## src/rtl/pong_match.sv

```systemverilog
// rtl/pong_match.sv - pong match engine: paddles, ball, scoring and serve/play/over sequencing
module pong_match #(
  parameter int COLS        = 16,
  parameter int ROWS        = 16,
  parameter int PADDLE_LEN  = 3,
  parameter int WIN_SCORE   = 9,
  parameter int TICK_DIV    = 6000,
  parameter int BALL_DIV    = 20,
  parameter int SERVE_TICKS = 500,
  localparam int XW = $clog2(COLS),
  localparam int YW = $clog2(ROWS)
) (
  input  logic              clk,
  input  logic              reset,
  input  logic signed [1:0] p1_step,
  input  logic signed [1:0] p2_step,
  input  logic              start,
  output logic [XW-1:0]     ball_x,
  output logic [YW-1:0]     ball_y,
  output logic [ROWS-1:0]   lpaddle,
  output logic [ROWS-1:0]   rpaddle,
  output logic [3:0]        score1,
  output logic [3:0]        score2,
  output logic [1:0]        state,
  output logic              game_over
);

  localparam int TW = (TICK_DIV > 1) ? $clog2(TICK_DIV) : 1;
  localparam int BW = (BALL_DIV > 1) ? $clog2(BALL_DIV) : 1;
  localparam int SW = (SERVE_TICKS > 1) ? $clog2(SERVE_TICKS) : 1;

  localparam logic [TW-1:0] TICK_LAST  = TW'(TICK_DIV - 1);
  localparam logic [BW-1:0] BALL_LAST  = BW'(BALL_DIV - 1);
  localparam logic [SW-1:0] SERVE_LAST = SW'(SERVE_TICKS - 1);
  localparam logic [XW-1:0] X_MID      = XW'(COLS / 2);
  localparam logic [XW-1:0] X_LAST     = XW'(COLS - 1);
  localparam logic [YW-1:0] Y_MID      = YW'(ROWS / 2);
  localparam logic [YW-1:0] Y_LAST     = YW'(ROWS - 1);
  localparam logic [YW-1:0] POS_MID    = YW'((ROWS - PADDLE_LEN) / 2);
  localparam logic [YW-1:0] POS_MAX    = YW'(ROWS - PADDLE_LEN);
  localparam logic [3:0]    WIN        = 4'(WIN_SCORE);

  typedef enum logic [1:0] {
    S_IDLE  = 2'd0,
    S_SERVE = 2'd1,
    S_PLAY  = 2'd2,
    S_OVER  = 2'd3
  } state_t;

  state_t            state_q, state_d;
  logic [TW-1:0]     tick_cnt_q, tick_cnt_d;
  logic [SW-1:0]     serve_cnt_q, serve_cnt_d;
  logic [BW-1:0]     bdiv_q, bdiv_d;
  logic [XW-1:0]     x_q, x_d;
  logic [YW-1:0]     y_q, y_d;
  logic              dx_neg_q, dx_neg_d, dy_neg_q, dy_neg_d;
  logic [YW-1:0]     lpos_q, lpos_d, rpos_q, rpos_d;
  logic [ROWS-1:0]   lpaddle_q, lpaddle_d, rpaddle_q, rpaddle_d;
  logic [3:0]        score1_q, score1_d, score2_q, score2_d;
  logic              game_over_q, game_over_d;

  logic              tick, at_left, at_right, hit, ny_dy_neg;
  logic [XW-1:0]     nx;
  logic [YW-1:0]     ny;

  function automatic logic [YW-1:0] paddle_move(input logic [YW-1:0] pos, input logic signed [1:0] step);
    logic [YW-1:0] r;
    r = pos;
    if (step == 2'sd1 && pos != POS_MAX) r = pos + YW'(1);
    else if (step == -2'sd1 && pos != '0) r = pos - YW'(1);
    return r;
  endfunction

  function automatic logic [ROWS-1:0] paddle_map(input logic [YW-1:0] pos);
    logic [ROWS-1:0] m;
    m = '0;
    for (int i = 0; i < ROWS; i++)
      if (i >= int'(pos) && i < int'(pos) + PADDLE_LEN) m[i] = 1'b1;
    return m;
  endfunction

  always_comb begin
    tick        = (tick_cnt_q == TICK_LAST);
    tick_cnt_d  = tick ? '0 : tick_cnt_q + TW'(1);
    lpos_d      = paddle_move(lpos_q, p1_step);
    rpos_d      = paddle_move(rpos_q, p2_step);
    lpaddle_d   = paddle_map(lpos_d);
    rpaddle_d   = paddle_map(rpos_d);
    state_d     = state_q;
    serve_cnt_d = serve_cnt_q;
    bdiv_d      = bdiv_q;
    x_d         = x_q;
    y_d         = y_q;
    dx_neg_d    = dx_neg_q;
    dy_neg_d    = dy_neg_q;
    score1_d    = score1_q;
    score2_d    = score2_q;

    // Candidate next row, reflecting off the top/bottom wall before leaving the field
    if (dy_neg_q) begin
      ny_dy_neg = (y_q != '0);
      ny        = (y_q == '0) ? y_q + YW'(1) : y_q - YW'(1);
    end else begin
      ny_dy_neg = (y_q == Y_LAST);
      ny        = (y_q == Y_LAST) ? y_q - YW'(1) : y_q + YW'(1);
    end
    nx       = dx_neg_q ? x_q - XW'(1) : x_q + XW'(1);
    at_left  = (nx == '0);
    at_right = (nx == X_LAST);
    hit      = at_left ? lpaddle_q[ny] : rpaddle_q[ny];

    case (state_q)
      S_IDLE, S_OVER: begin
        if (start) begin
          state_d     = S_SERVE;
          serve_cnt_d = '0;
          score1_d    = '0;
          score2_d    = '0;
          dx_neg_d    = 1'b0;
          x_d         = X_MID;
          y_d         = Y_MID;
        end
      end
      S_SERVE: begin
        if (tick) begin
          if (serve_cnt_q == SERVE_LAST) begin
            state_d = S_PLAY;
            bdiv_d  = '0;
          end else begin
            serve_cnt_d = serve_cnt_q + SW'(1);
          end
        end
      end
      S_PLAY: begin
        if (tick && bdiv_q != BALL_LAST) begin
          bdiv_d = bdiv_q + BW'(1);
        end else if (tick) begin
          bdiv_d = '0;
          if (!at_left && !at_right) begin
            x_d      = nx;
            y_d      = ny;
            dy_neg_d = ny_dy_neg;
          end else if (hit) begin
            dx_neg_d = !dx_neg_q;
            y_d      = ny;
            dy_neg_d = ny_dy_neg;
          end else begin
            if (at_right) score1_d = score1_q + 4'd1;
            else          score2_d = score2_q + 4'd1;
            // On a winning point the ball is left where it was before the step
            if ((at_right ? score1_d : score2_d) == WIN) begin
              state_d = S_OVER;
            end else begin
              state_d     = S_SERVE;
              serve_cnt_d = '0;
              x_d         = X_MID;
              y_d         = Y_MID;
              dy_neg_d    = 1'b0;
              dx_neg_d    = at_left;
            end
          end
        end
      end
      default: state_d = S_IDLE;
    endcase

    game_over_d = (state_d == S_OVER);
  end

  always_ff @(posedge clk) begin
    if (reset) begin
      state_q     <= S_IDLE;
      tick_cnt_q  <= '0;
      serve_cnt_q <= '0;
      bdiv_q      <= '0;
      x_q         <= X_MID;
      y_q         <= Y_MID;
      dx_neg_q    <= 1'b0;
      dy_neg_q    <= 1'b0;
      lpos_q      <= POS_MID;
      rpos_q      <= POS_MID;
      lpaddle_q   <= paddle_map(POS_MID);
      rpaddle_q   <= paddle_map(POS_MID);
      score1_q    <= '0;
      score2_q    <= '0;
      game_over_q <= 1'b0;
    end else begin
      state_q     <= state_d;
      tick_cnt_q  <= tick_cnt_d;
      serve_cnt_q <= serve_cnt_d;
      bdiv_q      <= bdiv_d;
      x_q         <= x_d;
      y_q         <= y_d;
      dx_neg_q    <= dx_neg_d;
      dy_neg_q    <= dy_neg_d;
      lpos_q      <= lpos_d;
      rpos_q      <= rpos_d;
      lpaddle_q   <= lpaddle_d;
      rpaddle_q   <= rpaddle_d;
      score1_q    <= score1_d;
      score2_q    <= score2_d;
      game_over_q <= game_over_d;
    end
  end

  assign ball_x    = x_q;
  assign ball_y    = y_q;
  assign lpaddle   = lpaddle_q;
  assign rpaddle   = rpaddle_q;
  assign score1    = score1_q;
  assign score2    = score2_q;
  assign state     = state_q;
  assign game_over = game_over_q;

endmodule

```

## config.mk

```make
export PLATFORM = sky130hd
export DESIGN_NAME = pong_match
export DESIGN_NICKNAME = d
export VERILOG_FILES = /design/src/rtl/pong_match.sv
export SDC_FILE = /design/constraint.sdc
export NUM_CORES = 1
export LEC_CHECK = 0
export ABC_AREA = 1
export CAP_MARGIN = 20
export CORE_AREA = 3 3 127 129
export DETAILED_ROUTE_END_ITERATION = 10
export DIE_AREA = 0 0 130 132
export GPL_TIMING_DRIVEN = 0
export HOLD_SLACK_MARGIN = 0.08
export PLACE_DENSITY = 0.5
export REMOVE_ABC_BUFFERS = 1
export SKIP_CTS_REPAIR_TIMING = 1
export SYNTH_ARGS = -nofsm -noshare
export SYNTH_HDL_FRONTEND = slang
export SYNTH_SLANG_ARGS = --single-unit
```

## constraint.sdc

```tcl
create_clock -name clk -period 6.59 [get_ports clk]
set_clock_uncertainty 0.05 [all_clocks]
set_input_delay 0.659 -clock clk [delete_from_list [all_inputs] [get_ports clk]]
set_output_delay 0.659 -clock clk [all_outputs]
set_load 0.01 [all_outputs]
```

==> results of run 1 <==
-- final timing paths --
path                  from              to  slack (ns)
min          tick_cnt_q[0]   tick_cnt_q[0]        0.41
min reg2reg  tick_cnt_q[0]   tick_cnt_q[0]        0.41
max               dx_neg_q  serve_cnt_q[8]        3.62
max reg2reg       dx_neg_q  serve_cnt_q[8]        3.62
-- per-layer routing --
| metal | routed length (µm) | vias to the layer above | share of wire | GRT usage |
|---|---|---|---|---|
| met3 | 633 | 24 | 0.050 | 0.0470 |
| met4 | 219 | 0 | 0.017 | 0.0497 |
| met2 | 6110 | 96 | 0.48 | 0.260 |
| met5 | 0 | - | 0 | 0 |
| li1 | - | 2424 | - | - |
| met1 | 5750 | 2199 | 0.45 | 0.189 |
-- cell families after synthesis --
logic type	count (synthesis)	share of synthesized area
AO/OA/AOI/OAI	104	0.112
flip-flops	88	0.335
AND/OR/NAND/NOR	337	0.330
adder cells (fa/ha/maj)	29	0.0705
buffers and inverters	108	0.0824
multiplexers	14	0.0267
XOR/XNOR	25	0.0431
-- cell type report --
type / instances / area (µm²) / share of cell area
clock inverters: 6 / 108 / 0.0169
repair buffers: 59 / 626 / 0.0981
inverters: 94 / 363 / 0.0569
clock buffers: 10 / 229 / 0.0359
multi-input cells: 509 / 3060 / 0.479
flip-flops and latches: 88 / 1760 / 0.276
well taps: 188 / 235 / 0.0369
-- power by group --
part	leakage, nW	total (mW)	switching (mW)	internal [mW]
combinational	1.77	0.474	0.279	0.195
clock	0.162	0.588	0.218	0.369
sequential	0.719	0.626	0.0447	0.581
-- cells in the final DEF, fill, tap and decap left out, types with 2 or more instances in the layout --
cell,instances
o21ai_0,29
nand2_1,120
clkbuf_16,9
nor2_2,4
nand2_2,13
nor4_4,2
or2_1,3
dfxtp_1,88
inv_2,12
nand3_1,48
nand3_4,3
a21oi_2,2
xor2_1,18
a22oi_1,2
or2_2,4
nor4_1,5
clkinv_1,3
or2_4,2
o211ai_1,4
clkinv_2,4
nand4_1,10
buf_16,2
clkdlybuf4s50_1,57
nor2_1,70
ha_1,28
nor3b_1,3
nand3_2,9
mux2i_1,14
o21ai_1,14
nor2_4,2
o21ai_2,3
bufinv_16,3
nor3_1,23
xnor2_1,6
o31ai_1,3
inv_1,75
nand2_4,11
a21oi_1,42
-- registers in the layout (all words and copies together), names as in the netlist, 2 cells and up --
name / count
ball_x: 4
rpaddle: 16
serve_cnt_q: 9
score2: 4
ball_y: 4
lpaddle: 16
tick_cnt_q: 13
state: 2
lpos_q: 4
rpos_q: 4
score1: 4
bdiv_q: 5
-- through the flow --
| stage | instances | setup slack, ns |
|---|---|---|
| final | 954 | 3.62 |
| after CTS | 953 | 3.02 |
| after floorplan | 691 | 3.71 |
| after detailed placement | 937 | 3.03 |
| after global routing | 954 | 3.29 |
| after global placement | 936 | 2.71 |
==> metrics, run 1 <==
io pins=58; Yosys top cell area share=0.335; cell area after layout=between 0.006 and 0.007 mm²; total power=between 1.5 and 2 mW; endpoints failing setup=0; total CTS buffers=9; VDD IR max=roughly 0.21 mV; Final HPWL DP=9420 µm; Antenna Cells=0; Crit Path Class=flip-flop to flip-flop; initial drt markers=a little under 200; GP Congestion=0.851; Routed Antenna Nets=0; max incr delay on CP=about 0.5 ns; Syn Area/Cell=7.45 µm²; WP depth=11; setup TNS=0 ns; DP Area=between 0.006 and 0.007 mm²; clock tree sinks=88; Die W=approximately 130 µm; Synth async-reset ratio=0; Yosys warnings=0; slowest stage cell on the critical path=nor4_4; PD cells=roughly 260 mW/mm²; CP bufs+invs=1; Clk Tree Root Cell=clkbuf_16; global-route wire length before repair=between 20000 and 25000 µm; Fin. Hold Viols=0; synthesis-to-layout area growth=21.5%; ranking of synthesized cells by area=dfxtp_1, nand2_1, ha_1, inv_1, nor2_1; worst path cell trace=inv_1 > fa_1 > xor2_1 > nor2_1 > nand3_2 > nand2_4 > nor2_2 > nor4_4 > nand2_4 > o21ai_1 > nor2_1; critical path peak fanout=11; CP top delay family=simple AND/OR/NAND/NOR gates; CP endpoint kind=flip-flop; Max clock buf depth=2; LEAKAGE=2.66 nW; CP startpoint kind=flip-flop; ratio of cells with drive above 1 in the final layout=0.123; initial antenna violation count=0; Synth Register Bits=around 90; Residual DRC=0; Worst EP arrival=between 3 and 4 ns; Worst Hold Path Cells=1; outcome=complete, no violations; Slew HR=0.310; Rows=between 40 and 50; fin crit share=0.450; hold_ws=approximately 0.41 ns; nets=797; Syn Inst Count=705; Seq/Total Area, Yosys=0.335; die height=132 µm; Slew Viols, Final=0; H-tree levels=3; Reg2Reg Depth=11; EDFF count, synth=0; Yosys top cell by area=dfxtp_1; final wirelength=between 10000 and 15000 µm; fin util=0.421; Yosys cell types=53; Max Cap Viol=0; Port Buffers=57; First-pass DRT Iterations=4; top-count cell post-synth=nand2_1; pin count of the biggest net entering global routing=30; Synth top cells by count=nand2_1, dfxtp_1, inv_1, nor2_1, nand3_1; min Tclk post-route=2.97 ns; initial core utilization=0.347; CTS tree=done; Die Area=between 0.015 and 0.02 mm²; total number of vias=4743; # fillers=between 1000 and 1500; aggregate global-route resource usage=0.155; vias per std cell=about 5.0; worst-margin pin slew=1.03 ns; Critical Path RT=approximately 6.8 ns; Post-synth top flop=dfxtp_1; CTS clk-pin slew, worst paths=around 0.06 ns; RSZ-0062 raised after global routing=no; Hold Crit Class=flip-flop to flip-flop; remaining global-route overflow=0; vias in the first global route=4668; Clk Latency, worst-skew pair=roughly 0.36 ns; Std-Cell Core Area=between 0.015 and 0.02 mm²; Max Clk Rate=about 340 MHz; Netlist Area Pre-Place=about 0.0053 mm²; drt wl/cell=~13 µm
No activity file was read; power rests on OpenSTA's default activity.
==> run 2, diff against run 1 <==
Settings changed: PLACE_DENSITY 0.5 to 0.52.
Clock period 6.59 ns to 2.6 ns, I/O delays scaled along.
==> metrics, run 2 (synthesis gave the netlist of run 1 again) <==
RSZ-0062 raised after global routing=yes; most frequent cells in the layout=nand2_1, dfxtp_1, inv_1; worst-margin pin slew=approximately 0.46 ns; setup TNS=0 ns; remaining global-route overflow=0; Slew Viols, Final=0; slowest stage cell on the critical path=fa_2; Residual DRC=0; fin crit share=0.980; min Tclk post-route=around 2.5 ns; Clk Latency, worst-skew pair=between 0.3 and 0.4 ns; Worst Hold Path Cells=1; GP Congestion=between 0.8 and 0.9; Gate power share=0.328; P_sw=approximately 1.5 mW; initial drt markers=approximately 160; total CTS buffers=9; Crit Path Class=flip-flop to flip-flop; CP bufs+invs=4; outcome=complete, no violations; initial core utilization=0.347; Die Area=~0.017 mm²; Int Pwr=between 2 and 3 mW; Slew HR=0.689; ratio of cells with drive above 1 in the final layout=0.232; First-pass DRT Iterations=5; Die W=roughly 130 µm; endpoints failing setup=0; die height=approximately 130 µm; Critical Path RT=roughly 2.8 ns; VDD IR max=around 0.43 mV; Seq pwr share=0.382; Rows=between 40 and 50; Hold Crit Class=flip-flop to flip-flop; register area=between 0.0015 and 0.002 mm²; PD cells=~600 mW/mm²; clock network power share=0.289; clock tree sinks=88; Endpoint, Worst Hold=tick_cnt_q[0]; Max Cap Viol=0; Final HPWL DP=9470 µm; CTS tree=done; DP Area=0.00602 mm²; Max Clk Rate=~390 MHz; Antenna Cells=0; total number of vias=a little under 5000; io pins=slightly below 60; worst path cell trace=inv_2 > fa_2 > xor2_4 > nor2_4 > nand3_4 > inv_8 > nand2_4 > nand2_4 > nor2_4 > nand2_2 > nor2_4 > inv_2 > nand2_8 > a21oi_4 > inv_2 > a21oi_2 > nor2_1; Reg2Reg Depth=17; vias per std cell=just under 5; Placed Instances=~940; area taken by multi-input logic gates=0.00336 mm²; drt wl/cell=about 13 µm; Port Buffers=between 50 and 60; CTS clk-pin slew, worst paths=0.06 ns; Clk Tree Root Cell=clkbuf_16; H-tree levels=3; Routed Antenna Nets=0; r2r setup slk=~0.05 ns; pin count of the biggest net entering global routing=30; r2r startpoint=ball_x[1]; synthesis-to-layout area growth=32.2%; initial antenna violation count=0; final wirelength=between 10000 and 15000 µm; CP endpoint kind=flip-flop; non-filler instance count after layout=990; critical path peak fanout=7; global-route wire length before repair=between 20000 and 25000 µm; commonest non-fill, non-tap cell in the layout=nand2_1; # fillers=around 1500; Hold Startpoint=tick_cnt_q[0]; WP depth=17; Fin. Hold Viols=0; CP startpoint kind=flip-flop; sw frac=0.348; cell area after layout=a little under 0.007 mm²; max incr delay on CP=0.42 ns; Worst EP arrival=2.73 ns; Std-Cell Core Area=0.0151 mm²; RR Endpoint=ball_x[0]; aggregate global-route resource usage=0.157; CP top delay family=simple AND/OR/NAND/NOR gates; total power=roughly 4.2 mW; vias in the first global route=4864; nets=about 830; Max clock buf depth=2; LEAKAGE=~2.9 nW
==> run 2: cell count changes in the layout (fill, tap and decap cells not counted), moves of 4 or more <==
cell	delta
buf_4	+32
dfxtp_1	-9
dfxtp_2	+5
dfxtp_4	+4
ha_1	-6
inv_1	-4
nand2_1	-16
nand2_2	+10
nand2_4	+5
nor2_4	+4
xor2_1	-5
xor2_2	+4
==> run 2: metal layers <==
layer / up-vias / GRT usage / part of all wire
li1: 2509 / - / -
met1: 2293 / 0.192 / 0.45
met2: 90 / 0.262 / 0.49
met3: 19 / 0.0421 / 0.038
met4: 0 / 0.0560 / 0.019
met5: - / 0 / 0
==> run 2: worst register-to-register path, stage by stage, from the launching register on <==
cell	delay, ns
dfxtp_4	0.38
inv_2	0.05
fa_2	0.42
xor2_4	0.19
nor2_4	0.14
nand3_4	0.14
inv_8	0.12
nand2_4	0.06
nand2_4	0.08
nor2_4	0.04
nand2_2	0.09
nor2_4	0.06
inv_2	0.09
nand2_8	0.08
a21oi_4	0.23
inv_2	0.09
a21oi_2	0.10
nor2_1	0.04
==> run 2: per-stage QoR <==
step / utilization / worst slack, ns / hold WS (ns)
after global routing: 0.458 / -0.0702 / 0.425
final: 0.458 / 0.0510 / 0.399
after detailed placement: 0.397 / -0.932 / 0.387
after CTS: 0.415 / -0.947 / 0.402
after global placement: 0.395 / -0.930 / 0.379
after floorplan: - / -0.276 / 0.279
==> run 2: cell type report <==
type	count	share of cell area
clock buffer	10	0.0330
clock inverter	6	0.00613
inverter	94	0.0561
multi-input combinational	511	0.484
sequential	88	0.257
tap	188	0.0339
timing repair buffer	93	0.130
==> run 2: how the worst max path moves through the flow <==
stage / endpoint / from / slack, ns
finish: ball_x[0] / ball_x[1] / 0.05
global route: ball_x[0] / ball_x[1] / -0.07
CTS: serve_cnt_q[0] / ball_y[0] / -0.95
detailed placement: serve_cnt_q[0] / ball_y[0] / -0.93
global placement: serve_cnt_q[0] / ball_y[0] / -0.93
floorplan: serve_cnt_q[0] / ball_y[0] / -0.28
==> run 2: power groups by stage <==
stage / sequential [mW] / clock, mW / combinational (mW)
floorplan: 1.64 / 0 / 0.739
global placement: 1.62 / 0 / 1.16
detailed placement: 1.63 / 0 / 1.18
CTS: 1.60 / 1.25 / 1.19
global route: 1.61 / 1.31 / 1.53
finish: 1.59 / 1.21 / 1.37
==> run 3, diff against run 2 <==
Settings changed: CORE_AREA 3 3 127 129 to 2 2 126 128, DIE_AREA 0 0 130 132 to 0 0 128 130, GPL_ROUTABILITY_DRIVEN set to 0.
==> metrics, run 3 (synthesis gave the netlist of run 1 again) <==
vias in the first global route=around 4600; min Tclk post-route=2.55 ns; CTS clk-pin slew, worst paths=0.06 ns; sw frac=0.334; Port Buffers=57; Gate power share=0.317; CP endpoint kind=flip-flop; remaining global-route overflow=0; area taken by multi-input logic gates=0.00332 mm²; synthesis-to-layout area growth=30.2%; Seq pwr share=0.371; setup TNS=0 ns; VDD IR max=between 0.4 and 0.5 mV; fin util=0.443; Max clock buf depth=2; io pins=a little under 60; total CTS buffers=9; First-pass DRT Iterations=4; Antenna Cells=0; CP startpoint kind=flip-flop; commonest non-fill, non-tap cell in the layout=nand2_1; RSZ-0062 raised after global routing=yes; LEAKAGE=between 2 and 3 nW; # fillers=approximately 1500; final setup margin=0.0542 ns; CP bufs+invs=5; initial core utilization=0.341; outcome=complete, no violations; most frequent cells in the layout=nand2_1, dfxtp_1, inv_1; Crit Path Class=flip-flop to flip-flop; Final HPWL DP=about 9000 µm; Routed Antenna Nets=0; global-route wire length before repair=roughly 21000 µm; Std-Cell Core Area=between 0.015 and 0.02 mm²; Clk Latency, worst-skew pair=approximately 0.34 ns; H-tree levels=3; vias per std cell=4.92; Max Cap Viol=0; Int Pwr=approximately 2.8 mW; Critical Path RT=2.83 ns; worst path cell trace=inv_2 > fa_2 > xor2_2 > nor2_4 > buf_4 > nand3_4 > buf_4 > nand2_4 > nor2_4 > nor4_4 > buf_6 > buf_4 > nand4_1 > a21oi_1; P_sw=around 1.4 mW; Crit path top cell by count=buf_4; worst-margin pin slew=0.597 ns; total number of vias=slightly below 5000; Die W=between 100 and 150 µm; Die Area=between 0.015 and 0.02 mm²; ratio of cells with drive above 1 in the final layout=0.221; max incr delay on CP=between 0.4 and 0.5 ns; Clk Tree Root Cell=clkbuf_16; Residual DRC=0; initial antenna violation count=0; Fin. Hold Viols=0; register area=0.00178 mm²; CP top delay family=simple AND/OR/NAND/NOR gates; Max Clk Rate=393 MHz; CTS tree=done; clock tree sinks=between 80 and 90; PD cells=625 mW/mm²; critical path peak fanout=6; clock network power share=0.312; aggregate global-route resource usage=0.154; pin count of the biggest net entering global routing=30; Worst EP arrival=between 2 and 3 ns; Hold Crit Class=flip-flop to flip-flop; nets=approximately 820; Slew Viols, Final=0; Rows=46; Placement Setup Slack=-0.940 ns; slowest stage cell on the critical path=fa_2; drt wl/cell=13.2 µm; Slew HR=0.601; final wirelength=roughly 13000 µm; initial drt markers=about 200; endpoints failing setup=0; fin crit share=0.979; die height=130 µm
-- run 3: changes by cell type in the layout (fill, tap and decap cells not counted), sizes merged --
cell / previous run / this run
buf: 36 / 27
bufinv: 0 / 1
clkbuf: 10 / 12
clkinv: 6 / 5
clkinvlp: 4 / 3
inv: 90 / 89
nand2: 145 / 144
-- run 3: worst register-to-register path: cells and delay by family (launching register included) --
kind,cells,cell delay [ns]
AND/OR/NAND/NOR,6,0.68
buffers and inverters,5,0.65
adder cells (fa/ha/maj),1,0.41
flip-flops,1,0.38
XOR/XNOR,1,0.18
AO/OA/AOI/OAI,1,0.14
-- run 3: layer usage --
layer	share of wire	routed length, µm	GRT usage
met2	0.50	6520	0.273
met4	0.0085	111	0.0381
met5	0	0	0
met3	0.043	559	0.0492
met1	0.45	5830	0.183
-- run 3: through the flow --
stage	instance area (µm²)	total power, mW	instances	hold slack (ns)
after CTS	6300	4.16	956	0.400
after floorplan	5180	2.38	691	0.279
after global placement	5990	2.79	940	0.380
after detailed placement	5990	2.79	940	0.388
final	6840	4.27	984	0.401
after global routing	6840	4.54	984	0.441
-- run 3: layout make-up --
cell class | instances | area share
inverters | 94 | 0.0556
well taps | 192 | 0.0351
multi-input cells | 510 | 0.486
clock inverters | 4 | 0.00750
repair buffers | 84 | 0.118
flip-flops and latches | 88 | 0.261
clock buffers | 12 | 0.0375
-- run 3: final timing paths --
check / start / endpoint / slack (ns) / depth (start not counted)
max: ball_x[1] / serve_cnt_q[6] / 0.05 / 14
min: tick_cnt_q[0] / tick_cnt_q[0] / 0.40 / 1
max reg2reg: ball_x[1] / serve_cnt_q[6] / 0.05 / 14
min reg2reg: tick_cnt_q[0] / tick_cnt_q[0] / 0.40 / 1
-- run 3: power by group through the flow --
stage                     Combinational [mW]  Sequential, mW  Clock (mW)
after global placement                  1.17            1.62           0
after global routing                    1.50            1.60        1.44
final                                   1.35            1.59        1.33
after floorplan                        0.739            1.64           0
after CTS                               1.18            1.59        1.39
after detailed placement                1.17            1.62           0
==> patch (settings of run 3) <==
Set the parameter `TICK_DIV` to 12000 (it was 6000).
--- a/src/rtl/pong_match.sv
+++ b/src/rtl/pong_match.sv
@@ -5,5 +5,5 @@
   parameter int PADDLE_LEN  = 3,
   parameter int WIN_SCORE   = 9,
-  parameter int TICK_DIV    = 6000,
+  parameter int TICK_DIV    = 12000,
   parameter int BALL_DIV    = 20,
   parameter int SERVE_TICKS = 500,
Function: same outputs for any inputs over 10 cycles, from zero or initial values and one cycle with reset high; that may be too few to reach the edited logic, so the function may still have changed.
==> patch against run 3 <==
  * Fmax down 0.33%
  * Count of clock-buffer cells in the layout down 1
  * Synthesized cell count up 6.8%
  * Wire length up 10%
  * Critical path depth up 4
  * Power up 2.4%
  * Non-clock buffer count up 30
  * Design area up 5.2%
  * Sequential cell count up 1
  * Sequential share of layout area down 1.1 points
  * Setup slack worse by 0.0084 ns
  * Area after synthesis down 3.1%
  * Critical path type unchanged
  * Largest power group unchanged
==> patch: results (changes against run 3) <==
stage;metric;value;unit;change
yosys;Commonest cells post-synth;143 x nand2_1, 116 x nor2_1, 101 x inv_1;;
pwr;Pleak;2.99;nW;+6.0%
timing;WHS;0.397;ns;-0.00392 ns
placement;area post-placement;0.00582;sq mm;-2.8%
pwr;peak supply drop;377;uV;-19%
yosys;XOR/XNOR share of the synthesized area;4.43;%;+0.12 points
placement;placed cell count;988;;+5.1%
yosys;Compound-Gate Fraction of Synth Area;11.7;%;+0.44 points
yosys;adder-cell share of the synthesized area;7.03;%;-0.017 points
routing;Top Metal Used;met4;;
routing;Avg WL per Cell;13.5;um;+2.0%
yosys;Cells after Synth;753;;+6.8%
critical_path;critical path's slowest cell;dfxtp_4;;
timing;Worst Tran Pin Value;0.824;ns;+0.227 ns
yosys;Seq/Total Area, Yosys;35.0;%;+1.5 points
routing;WL met1;6.44;mm;+11%
routing;Vias;5191;;+7.3%
grt;GR Util met3;2.95;%;-2.0 points
critical_path;reg2reg start;ball_y[0];;
pwr;clock group power;0.00142;W;+7%
pwr;Clk network pwr share;32.5;%;+1.3 points
routing;WL met2;7.19;mm;+10%
yosys;mux cell area share after synthesis;0;%;-2.7 points
hold_path;hold_sp;tick_cnt_q[0];;
clocking;clock slew at reported path FFs;0.07;ns;
critical_path;critical path's top delay family;simple AND/OR/NAND/NOR gates;;
critical_path;R2R setup slack;0.05;ns;
yosys;Synthesis Warnings;0;;unchanged
outcome;status;finished clean;;
cells_and_area;fin nets;902;;+9.6%
routing;DR WL met3;500;um;-11%
pwr;NetSw;0.00141;W;-1.7%
grt;grt met1 use;19.9;%;+1.7 points
cells_and_area;share of layout cells above drive strength 1;21.4;%;-0.65 points
grt;vias in the first global route;4579;;+0.57%
critical_path;worst-path fanout max;6;;unchanged
routing;vias per inst;4.88;;-0.77%
yosys;Netlist cell types;41;;-23%
die;core area;0.0154;sq mm;unchanged
yosys;ranking of synthesized cells by area;dfxtp_1 35%, nand2_1 11%, nor2_1 8.6%, inv_1 7.5%, ha_1 6.6%;;
hold_path;hold crit path type;register to register;;
placement;PortBufs;57;;unchanged
critical_path;Reg2Reg Depth;18;;+4
grt;grt met2 use;26.8;%;-0.47 points
cells_and_area;n_diodes;0;;unchanged
critical_path;capturing point of the worst reg2reg path;serve_cnt_q[7];;
critical_path;Worst path max stage delay;0.39;ns;-0.02 ns
grt;largest net degree at the start of global routing;35;;+17%
grt;initial antenna violation count;0;;unchanged
grt;GRT Util Overall;15.8;%;+0.40 points
hold_path;Worst Hold End;tick_cnt_q[0];;
placement;pre-CTS setup slack;-1.57;ns;-0.633 ns
routing;initial DRC count;234;;+15%
grt;first-pass GRT wire length;21.3;mm;+2.7%
pwr;Seq pwr share;36.8;%;-0.3 points
placement;post-detail-place hpwl;9.48;mm;+3.5%
==> patch: final cells by class <==
type | count | area, sq um
fill | 1565 | 8230
multi-input combinational | 545 | 3350
sequential | 89 | 1800
timing repair buffer | 114 | 1050
inverter | 106 | 423
clock buffer | 11 | 243
tap | 192 | 240
clock inverter | 5 | 78.8
timing repair inverter | 2 | 13.8
==> patch: worst max path at each step <==
stage               startpoint        endpoint  slack, ns  cells after the start
detailed placement   ball_y[0]       score1[3]      -1.57                     18
finish               ball_y[0]  serve_cnt_q[7]       0.05                     18
floorplan            ball_y[0]  serve_cnt_q[0]      -0.52                     18
global route          dx_neg_q       ball_x[1]      -0.10                     17
global placement     ball_y[0]       score1[3]      -1.61                     18
CTS                  ball_y[0]       score1[3]      -1.62                     18
==> patch: worst register-to-register path, delay by kind of cell (launching register included) <==
kind | cells | cell delay (ns)
simple gates | 10 | 1.06
buf+inv | 6 | 0.67
flops | 1 | 0.39
fa+ha+maj | 1 | 0.17
compound gates | 1 | 0.14
